## src/rtl/fetch_stage.sv

```systemverilog
// fetch_stage: IF stage with one-outstanding instruction fetch, stall hold buffer and IF/ID register.
// Optional misaligned-target trap is enabled by defining FETCH_MISALIGN_CHK_EN.
`default_nettype none

module fetch_stage #(
  parameter logic [31:0] RESET_PC  = 32'h0000_0000,
  parameter logic [31:0] NOP_INSTR = 32'h0000_0013
) (
  input  logic        clk,
  input  logic        rst_n,
  input  logic        stallf,
  input  logic        stalld,
  input  logic        flushd,
  input  logic        pcSrce,
  input  logic [31:0] pcTargete,
  output logic        imem_req,
  output logic [31:0] imem_addr,
  input  logic        imem_rdy,
  input  logic [31:0] imem_rdata,
  output logic [31:0] instrd,
  output logic [31:0] pcd,
  output logic [31:0] pcPlus4d,
  output logic        validd,
  output logic        misalignd,
  output logic        fetch_wait
);

  localparam logic [1:0] S_REQ  = 2'd0;
  localparam logic [1:0] S_WAIT = 2'd1;
  localparam logic [1:0] S_HOLD = 2'd2;
  localparam logic [1:0] S_TRAP = 2'd3;

`ifdef FETCH_MISALIGN_CHK_EN
  localparam logic MIS_EN = 1'b1;
  logic [31:0] target;
  logic        target_mis;
  assign target     = pcTargete;
  assign target_mis = |pcTargete[1:0];
`else
  localparam logic MIS_EN = 1'b0;
  logic [31:0] target;
  logic        target_mis;
  assign target     = pcTargete & ~32'h0000_0003;
  assign target_mis = 1'b0;
`endif

  logic [1:0]  state_q, state_d;
  logic [31:0] pc_q, pc_d;
  logic        kill_q, kill_d;
  logic [31:0] hold_q, hold_d;
  logic [31:0] instr_q, instr_d;
  logic [31:0] pcd_q, pcd_d;
  logic [31:0] pcp4_q, pcp4_d;
  logic        valid_q, valid_d;
  logic        mis_q, mis_d;

  logic [31:0] pc_plus4;
  logic        in_req, in_wait, in_trap;
  logic        consume, outstanding;
  logic        have_instr, trap_mark;
  logic [31:0] instr_src;

  assign pc_plus4 = pc_q + 32'd4;
  assign in_req   = (state_q == S_REQ);
  assign in_wait  = (state_q == S_WAIT);
  assign in_trap  = (state_q == S_TRAP);
  assign consume  = imem_rdy & (in_req | (in_wait & ~kill_q));
  // A response still owed by memory after this cycle; a redirect must wait it out.
  assign outstanding = ~imem_rdy & (in_req | in_wait | (in_trap & kill_q));

  always_comb begin
    state_d    = state_q;
    pc_d       = pc_q;
    kill_d     = kill_q;
    hold_d     = hold_q;
    have_instr = 1'b0;
    trap_mark  = 1'b0;
    instr_src  = NOP_INSTR;
    if (pcSrce) begin
      pc_d   = target;
      kill_d = outstanding;
      if (target_mis) begin
        state_d = S_TRAP;
      end else begin
        state_d = outstanding ? S_WAIT : S_REQ;
      end
    end else begin
      case (state_q)
        S_REQ, S_WAIT: begin
          if (consume) begin
            if (stallf) begin
              hold_d  = imem_rdata;
              state_d = S_HOLD;
            end else begin
              have_instr = 1'b1;
              instr_src  = imem_rdata;
              pc_d       = pc_plus4;
              state_d    = S_REQ;
            end
          end else if (in_wait && kill_q && imem_rdy) begin
            kill_d  = 1'b0;
            state_d = S_REQ;
          end else begin
            state_d = S_WAIT;
          end
        end
        S_HOLD: begin
          if (!stallf && !stalld) begin
            have_instr = 1'b1;
            instr_src  = hold_q;
            pc_d       = pc_plus4;
            state_d    = S_REQ;
          end
        end
        default: begin
          trap_mark = 1'b1;
          if (kill_q && imem_rdy) begin
            kill_d = 1'b0;
          end
        end
      endcase
    end
  end

  // IF/ID: flush beats stall beats load; bubbles keep the last pc fields.
  always_comb begin
    instr_d = instr_q;
    pcd_d   = pcd_q;
    pcp4_d  = pcp4_q;
    valid_d = valid_q;
    mis_d   = mis_q;
    if (flushd) begin
      instr_d = NOP_INSTR;
      valid_d = 1'b0;
      mis_d   = 1'b0;
    end else if (!stalld) begin
      if (have_instr) begin
        instr_d = instr_src;
        pcd_d   = pc_q;
        pcp4_d  = pc_plus4;
        valid_d = 1'b1;
        mis_d   = 1'b0;
      end else if (trap_mark) begin
        instr_d = NOP_INSTR;
        pcd_d   = pc_q;
        pcp4_d  = pc_plus4;
        valid_d = 1'b1;
        mis_d   = 1'b1;
      end else begin
        instr_d = NOP_INSTR;
        valid_d = 1'b0;
        mis_d   = 1'b0;
      end
    end
  end

  always_ff @(posedge clk or negedge rst_n) begin
    if (!rst_n) begin
      state_q <= S_REQ;
      pc_q    <= RESET_PC;
      kill_q  <= 1'b0;
      hold_q  <= NOP_INSTR;
      instr_q <= NOP_INSTR;
      pcd_q   <= 32'h0;
      pcp4_q  <= 32'h0;
      valid_q <= 1'b0;
      mis_q   <= 1'b0;
    end else begin
      state_q <= state_d;
      pc_q    <= pc_d;
      kill_q  <= kill_d;
      hold_q  <= hold_d;
      instr_q <= instr_d;
      pcd_q   <= pcd_d;
      pcp4_q  <= pcp4_d;
      valid_q <= valid_d;
      mis_q   <= mis_d;
    end
  end

  assign imem_req   = rst_n & in_req;
  assign imem_addr  = pc_q;
  assign fetch_wait = in_wait;
  assign instrd     = instr_q;
  assign pcd        = pcd_q;
  assign pcPlus4d   = pcp4_q;
  assign validd     = valid_q;
  assign misalignd  = mis_q & MIS_EN;

endmodule

`default_nettype wire
```

## config.mk

```make
export PLATFORM = sky130hd
export DESIGN_NAME = fetch_stage
export DESIGN_NICKNAME = d
export VERILOG_FILES = /design/src/rtl/fetch_stage.sv
export SDC_FILE = /design/constraint.sdc
export NUM_CORES = 1
export LEC_CHECK = 0
export CAP_MARGIN = 20
export CORE_MARGIN = 2
export CORE_UTILIZATION = 40
export CTS_CLUSTER_DIAMETER = 100
export DETAILED_ROUTE_END_ITERATION = 6
export DONT_BUFFER_PORTS = 1
export PLACE_DENSITY_LB_ADDON = 0.15
export SLEW_MARGIN = 5
export SYNTH_ARGS = -nofsm -noshare
export SYNTH_HDL_FRONTEND = slang
export SYNTH_SLANG_ARGS = --single-unit
```

## constraint.sdc

```tcl
create_clock -name clk -period 3.7 [get_ports clk]
set_input_delay 0.185 -clock clk [delete_from_list [all_inputs] [get_ports clk]]
set_output_delay 0.185 -clock clk [all_outputs]
set_load 0.1 [all_outputs]
```

==> flow_metrics.env, run 1 <==
export IMPL_synth_seq_cells=158
export IMPL_die_area_um2=19500
export IMPL_rsz0062_at_grt="false"
export IMPL_hpwl_um=12400
export IMPL_vias=5454
export IMPL_firstDrtPassIters=5
export IMPL_p_leak_nw=3.65
export IMPL_failed_checks="hold timing"
export IMPL_cp_startpoint="imem_addr[14]"
export IMPL_status="finished, violations left"
export IMPL_drt_iter0_drc=291
export IMPL_crit_chain="buf_4 > nand4_2 > or4_1 > nor4_4 > xnor2_1 > o21ai_1 > dlygate4sd3_1"
export IMPL_cts_resized_gates=0
export IMPL_layout_commonest_cell="dfrtp_1"
export IMPL_setup_viol=0
export IMPL_cp_end_kind="flop"
export IMPL_placed_area_um2=7690
export IMPL_final_cell_area_um2=8960
export IMPL_cts_num_sinks=158
export IMPL_utilization_pct=49.9
export IMPL_worstSetupEndpoint="imem_addr[21]"
export IMPL_drc_errors=0
export IMPL_avgViaCountPerCell=5.53
export IMPL_synth_warnings=0
export IMPL_synth_edff_count=0
export IMPL_hold_buffers=68
export IMPL_nets=817
export IMPL_timing_rr_end="imem_addr[21]"
export IMPL_fmaxAchievable_mhz=328
export IMPL_power_density_nw_per_um2=704
export IMPL_wl_um=19100
export IMPL_worstPathRequired_ns=4.01
export IMPL_start_util_pct=40.9
export IMPL_skew_ns=0.00799
export IMPL_async_flop_share_pct=100
export IMPL_htree_levels=4
export IMPL_antenna_found_initial=0
export IMPL_synthTopCellsByArea="dfrtp_1 (52%), mux2_2 (9.3%), nand2_1 (5.4%)"
export IMPL_grt_max_degree=160
export IMPL_reg2reg_depth=7
export IMPL_n_antenna_cell=0
export IMPL_fin_setup_tns_ns=0
export IMPL_io_buffers=0
export IMPL_gr_usage_all_layers_pct=20.1
export IMPL_netlist_area_um2=7350
export IMPL_cts_buffers=17
export IMPL_ir_drop_uv=479
export IMPL_layout_common_cells="dfrtp_1 (152), nand2_1 (105), dlygate4sd3_1 (67), o21ai_0 (66), mux2_2 (61)"
export IMPL_postRouteAntennaNets=0
export IMPL_syn_inst=680
export IMPL_fin_crit_ns=3.05
export IMPL_cp_max_fo=10
export IMPL_grt_first_pass_wirelength_um=31200
export IMPL_rows=49
export IMPL_grt_pass1_vias=5810
export IMPL_report_final_hold_viol_count=158
export IMPL_slew_headroom_pct=24.7
export IMPL_wl_per_cell_um=19.3
export IMPL_drv_slew=0
export IMPL_critPathArrivalTime_ns=3.35
export IMPL_layout_drive_gt1_share_pct=20.8
export IMPL_core_um2=18000
export IMPL_cts_tree="yes"
export IMPL_ys_seq_area_share_pct=53.9
export IMPL_min_period_over_period_pct=82.3
export IMPL_syn2layout_area_growth_pct=21.9
export IMPL_regToRegSetupSlack_ns=0.65
export IMPL_worstSkewPairLatency_ns=0.42
export IMPL_drv_cap=0
export IMPL_whs_ns=-0.544
export IMPL_gp_congestion=0.797
export IMPL_ios=203
export IMPL_cts_root_buffer="clkbuf_16"
export IMPL_clk_pin_slew_ns=0.07
export IMPL_slowest_delay_ns=0.87
export IMPL_gr_total_overflow=0
export IMPL_syn_avg_cell_area_um2=10.8
export IMPL_slowest_stage="or4_1"
export IMPL_synth_top_area_share_pct=51.8
export IMPL_die_w_um=140
export IMPL_max_clock_path_buffers=2
export IMPL_cts_setup_buffers=0
export IMPL_synth_top_cell_by_area="dfrtp_1"
export IMPL_tightest_slew_ns=1.12
export IMPL_synth_ff_type="dfrtp_1"
export IMPL_min_path_type="input port to asynchronous set/reset pin"
export IMPL_dieHeight_um=140
export IMPL_r2r_start="imem_addr[14]"
export IMPL_critical_path_class="flop to flop"
export IMPL_synth_distinct_cells=50
export IMPL_cp_start_kind="flop"
==> metal layers <==
metal	vias up	GRT usage [%]	wire length (µm)	part of all wire [%]
met5	-	0	0	0
met4	0	6.59	322	1.7
met3	26	6.33	1350	7.1
met2	190	33.3	9280	49
met1	2740	25.2	8140	43
li1	2498	-	-	-
==> critical path: cells and delay by family, from the launching register on <==
kind,cells,cell delay (ns)
simple gates,3,1.51
compound gates,1,0.07
xor+xnor,1,0.15
flops,1,0.32
buf+inv,2,0.89
==> report_power, final <==
| group | switching (mW) | total [mW] | internal [mW] |
|---|---|---|---|
| sequential | 1.70 | 3.71 | 2.02 |
| combinational | 0.532 | 0.882 | 0.350 |
| clock | 0.754 | 1.71 | 0.956 |
==> state kept, by name, summed over array words and instances (netlist names) <==
| signal | flops |
|---|---|
| hold_q | 32 |
| instrd | 32 |
| imem_addr | 30 |
| pcPlus4d | 30 |
| pcd | 30 |
| state_q | 2 |
| kill_q | 1 |
| validd | 1 |
==> cells by family (layout without fill, tap and decap cells) <==
logic type | after synthesis | after routing | share of synthesized area (%)
fa+ha+maj | 1 | 1 | 0.170
compound gates | 136 | 136 | 10.9
mux | 62 | 62 | 9.49
flops | 158 | 158 | 53.9
other cells | 1 | 7 | 0.0510
simple gates | 205 | 205 | 15.2
xor+xnor | 51 | 51 | 6.08
buf+inv | 66 | 138 | 4.26
==> cell type report <==
type / instances / area [µm²]
Clock buffer: 18 / 439
Clock inverter: 14 / 133
Fill cell: 1586 / 9010
Inverter: 5 / 18.8
Multi-Input combinational cell: 462 / 3140
Sequential cell: 158 / 3960
Tap cell: 229 / 287
Timing Repair Buffer: 101 / 978
==> through the flow <==
stage	power, mW	hold WS [ns]	setup slack [ns]	std cells
6_report	6.30	-0.544	0.653	987
4_1_cts	6.36	-0.565	0.662	987
3_5_place_dp	4.56	-0.106	1.03	887
5_1_grt	6.54	-0.572	0.534	987
3_3_place_gp	4.52	-0.105	1.04	887
2_1_floorplan	4.36	-0.111	0.823	686
==> synth_stat cells (all sizes together), types with 13 or more instances <==
cell type,number
mux2,61
clkbuf,34
nor2,16
o21ai,86
nor4,14
a22oi,29
nand3,15
nand2,105
xnor2,38
dfrtp,152
buf,27
xor2,13
==> worst min-delay path by stage <==
stage,end,depth (start not counted),startpoint
after floorplan,hold_q[10],0,rst_n
after global placement,pcPlus4d[18],0,rst_n
after detailed placement,pcPlus4d[18],0,rst_n
after CTS,pcPlus4d[18],0,rst_n
after global routing,pcPlus4d[17],0,rst_n
final,pcPlus4d[18],0,rst_n
No activity file was read; power rests on OpenSTA's default activity.
==> run 2, diff against run 1 <==
clock period = 2.8 ns   (was 3.7 ns; I/O delays follow)
==> run 2 against run 1 <==
  * The flow still finishes with violations (hold timing)
  * Clock skew rose by 0.0027 ns
  * Count of clock-buffer cells in the layout rose by 1
  * Routed wire length rose by 1.4%
  * Core utilization rose by 1.1 points
  * Combinational power rose by 75%
  * Non-clock buffer count rose by 28
  * Critical path depth did not move
  * Global-route usage rose by 0.42 points
  * Clock power rose by 28%
==> flow_metrics.env, run 2 (same netlist as run 1, synthesis figures left out) <==
export IMPL_status="finished, violations left"
export IMPL_failed_checks="hold timing"
export IMPL_cts_buffers=17
export IMPL_cts_root_buffer="clkbuf_16"
export IMPL_report_final_hold_viol_count=158
export IMPL_cp_start_kind="flop"
export IMPL_wl_per_cell_um=19.1
export IMPL_cts_setup_buffers=0
export IMPL_worstPathRequired_ns=3.10
export IMPL_core_um2=18000
export IMPL_drc_errors=0
export IMPL_grt_first_pass_wirelength_um=31900
export IMPL_wl_um=19400
export IMPL_p_leak_nw=3.77
export IMPL_ios=203
export IMPL_gr_usage_all_layers_pct=20.5
export IMPL_gp_congestion=0.783
export IMPL_max_clock_path_buffers=2
export IMPL_hold_buffers=78
export IMPL_reg2reg_depth=7
export IMPL_start_util_pct=40.9
export IMPL_drt_iter0_drc=331
export IMPL_clk_pin_slew_ns=0.06
export IMPL_nets=845
export IMPL_grtUsageMet1_pct=26.6
export IMPL_cp_end_kind="flop"
export IMPL_skew_ns=0.0107
export IMPL_cp_max_fo=7
export IMPL_regToRegSetupSlack_ns=0.16
export IMPL_rsz0062_at_grt="false"
export IMPL_io_buffers=0
export IMPL_dieHeight_um=140
export IMPL_setup_viol=0
export IMPL_total_power_mw=8.34
export IMPL_seq_area_um2=3960
export IMPL_layout_drive_gt1_share_pct=22.4
export IMPL_cts_num_sinks=158
export IMPL_cts_tree="yes"
export IMPL_fin_cells=1014
export IMPL_filler_cell_count=1621
export IMPL_syn2layout_area_growth_pct=24.6
export IMPL_hpwl_um=12500
export IMPL_die_w_um=140
export IMPL_critical_path_class="flop to flop"
export IMPL_place_inst=905
export IMPL_firstDrtPassIters=4
export IMPL_layout_commonest_cell="dfrtp_1"
export IMPL_fin_crit_ns=2.64
export IMPL_min_path_type="input port to asynchronous set/reset pin"
export IMPL_ir_drop_uv=639
export IMPL_whs_ns=-0.584
export IMPL_layout_common_cells="dfrtp_1 (152), nand2_1 (105), dlygate4sd3_1 (77), o21ai_0 (66), mux2_2 (61)"
export IMPL_timing_rr_end="imem_addr[20]"
export IMPL_power_density_nw_per_um2=911
export IMPL_grt_busiest_layer="met2"
export IMPL_die_area_um2=19500
export IMPL_grt_max_degree=160
export IMPL_slew_headroom_pct=37.0
export IMPL_multiInputGateArea_um2=3150
export IMPL_avgViaCountPerCell=5.42
export IMPL_grt_use_met3_pct=6.40
export IMPL_n_antenna_cell=0
export IMPL_drv_cap=0
export IMPL_tightest_slew_ns=0.945
export IMPL_drv_slew=0
export IMPL_r2r_start="imem_addr[2]"
export IMPL_rows=49
export IMPL_vias=5497
export IMPL_fin_setup_tns_ns=0
export IMPL_grt_use_met2_pct=33.2
export IMPL_critPathArrivalTime_ns=2.94
export IMPL_grt_pass1_vias=5848
export IMPL_min_period_over_period_pct=94.4
export IMPL_fmaxAchievable_mhz=378
export IMPL_gr_total_overflow=0
export IMPL_worstSkewPairLatency_ns=0.42
export IMPL_htree_levels=4
export IMPL_postRouteAntennaNets=0
export IMPL_antenna_found_initial=0
[run 2: changes by cell type in the layout (fill, tap and decap cells not counted), moves of 2 or more]
cell           change
inv_6              -4
dlygate4sd3_1     +10
clkinv_4           +2
buf_16             -2
buf_4             +19
[run 2: power breakdown]
part / leakage [nW] / internal [mW] / switching (mW)
Clock: 0.270 / 1.25 / 0.942
Sequential: 1.99 / 2.67 / 1.94
Combinational: 1.50 / 0.521 / 1.02
[run 2: layout make-up]
class / count / share of cell area, %
clock buffer: 19 / 4.84
timing repair buffer: 129 / 12.9
sequential: 158 / 43.3
multi-input combinational: 462 / 34.4
tap: 229 / 3.13
inverter: 5 / 0.205
clock inverter: 12 / 1.23
[run 2: worst max-delay path, cell delays in order (launching register included)]
cell and delay (ns):
dfrtp_1 0.37, ha_2 0.25, nand2_1 0.15, or4_4 0.66
nor4_4 0.31, xnor2_1 0.15, o21ai_1 0.07, dlygate4sd3_1 0.56
[run 2: how the worst max path moves through the flow]
| stage | start | endpoint | slack (ns) |
|---|---|---|---|
| final | imem_addr[2] | imem_addr[20] | 0.16 |
| after global routing | imem_addr[2] | imem_addr[24] | 0.002 |
| after CTS | imem_addr[2] | imem_addr[18] | 0.12 |
| after detailed placement | imem_addr[2] | imem_addr[19] | 0.40 |
| after global placement | imem_addr[2] | imem_addr[25] | 0.45 |
| after floorplan | imem_addr[2] | imem_addr[24] | 0.04 |
[run 2: routing by layer]
| metal | wire length, µm | part of all wire [%] | vias to the layer above |
|---|---|---|---|
| met5 | 0 | 0 | - |
| met4 | 271 | 1.4 | 0 |
| met3 | 1440 | 7.5 | 21 |
| met2 | 9330 | 48 | 196 |
| met1 | 8310 | 43 | 2726 |
| li1 | - | - | 2554 |
[run 2: stage by stage]
stage / util (%) / cell area, µm² / hold slack [ns] / worst slack (ns)
final: 51.0 / 9150 / -0.584 / 0.156
after global placement: 43.4 / 7790 / -0.151 / 0.450
after floorplan: - / 7370 / -0.156 / 0.0389
after detailed placement: 43.4 / 7790 / -0.151 / 0.402
after global routing: 51.0 / 9150 / -0.617 / 0.00163
after CTS: 50.9 / 9140 / -0.607 / 0.124
[run 2: what timing repair did]
item,4_1_cts,5_1_grt
endpoints found under the hold margin,255,158
resized for setup,0,3
setup endpoints to repair,0,5
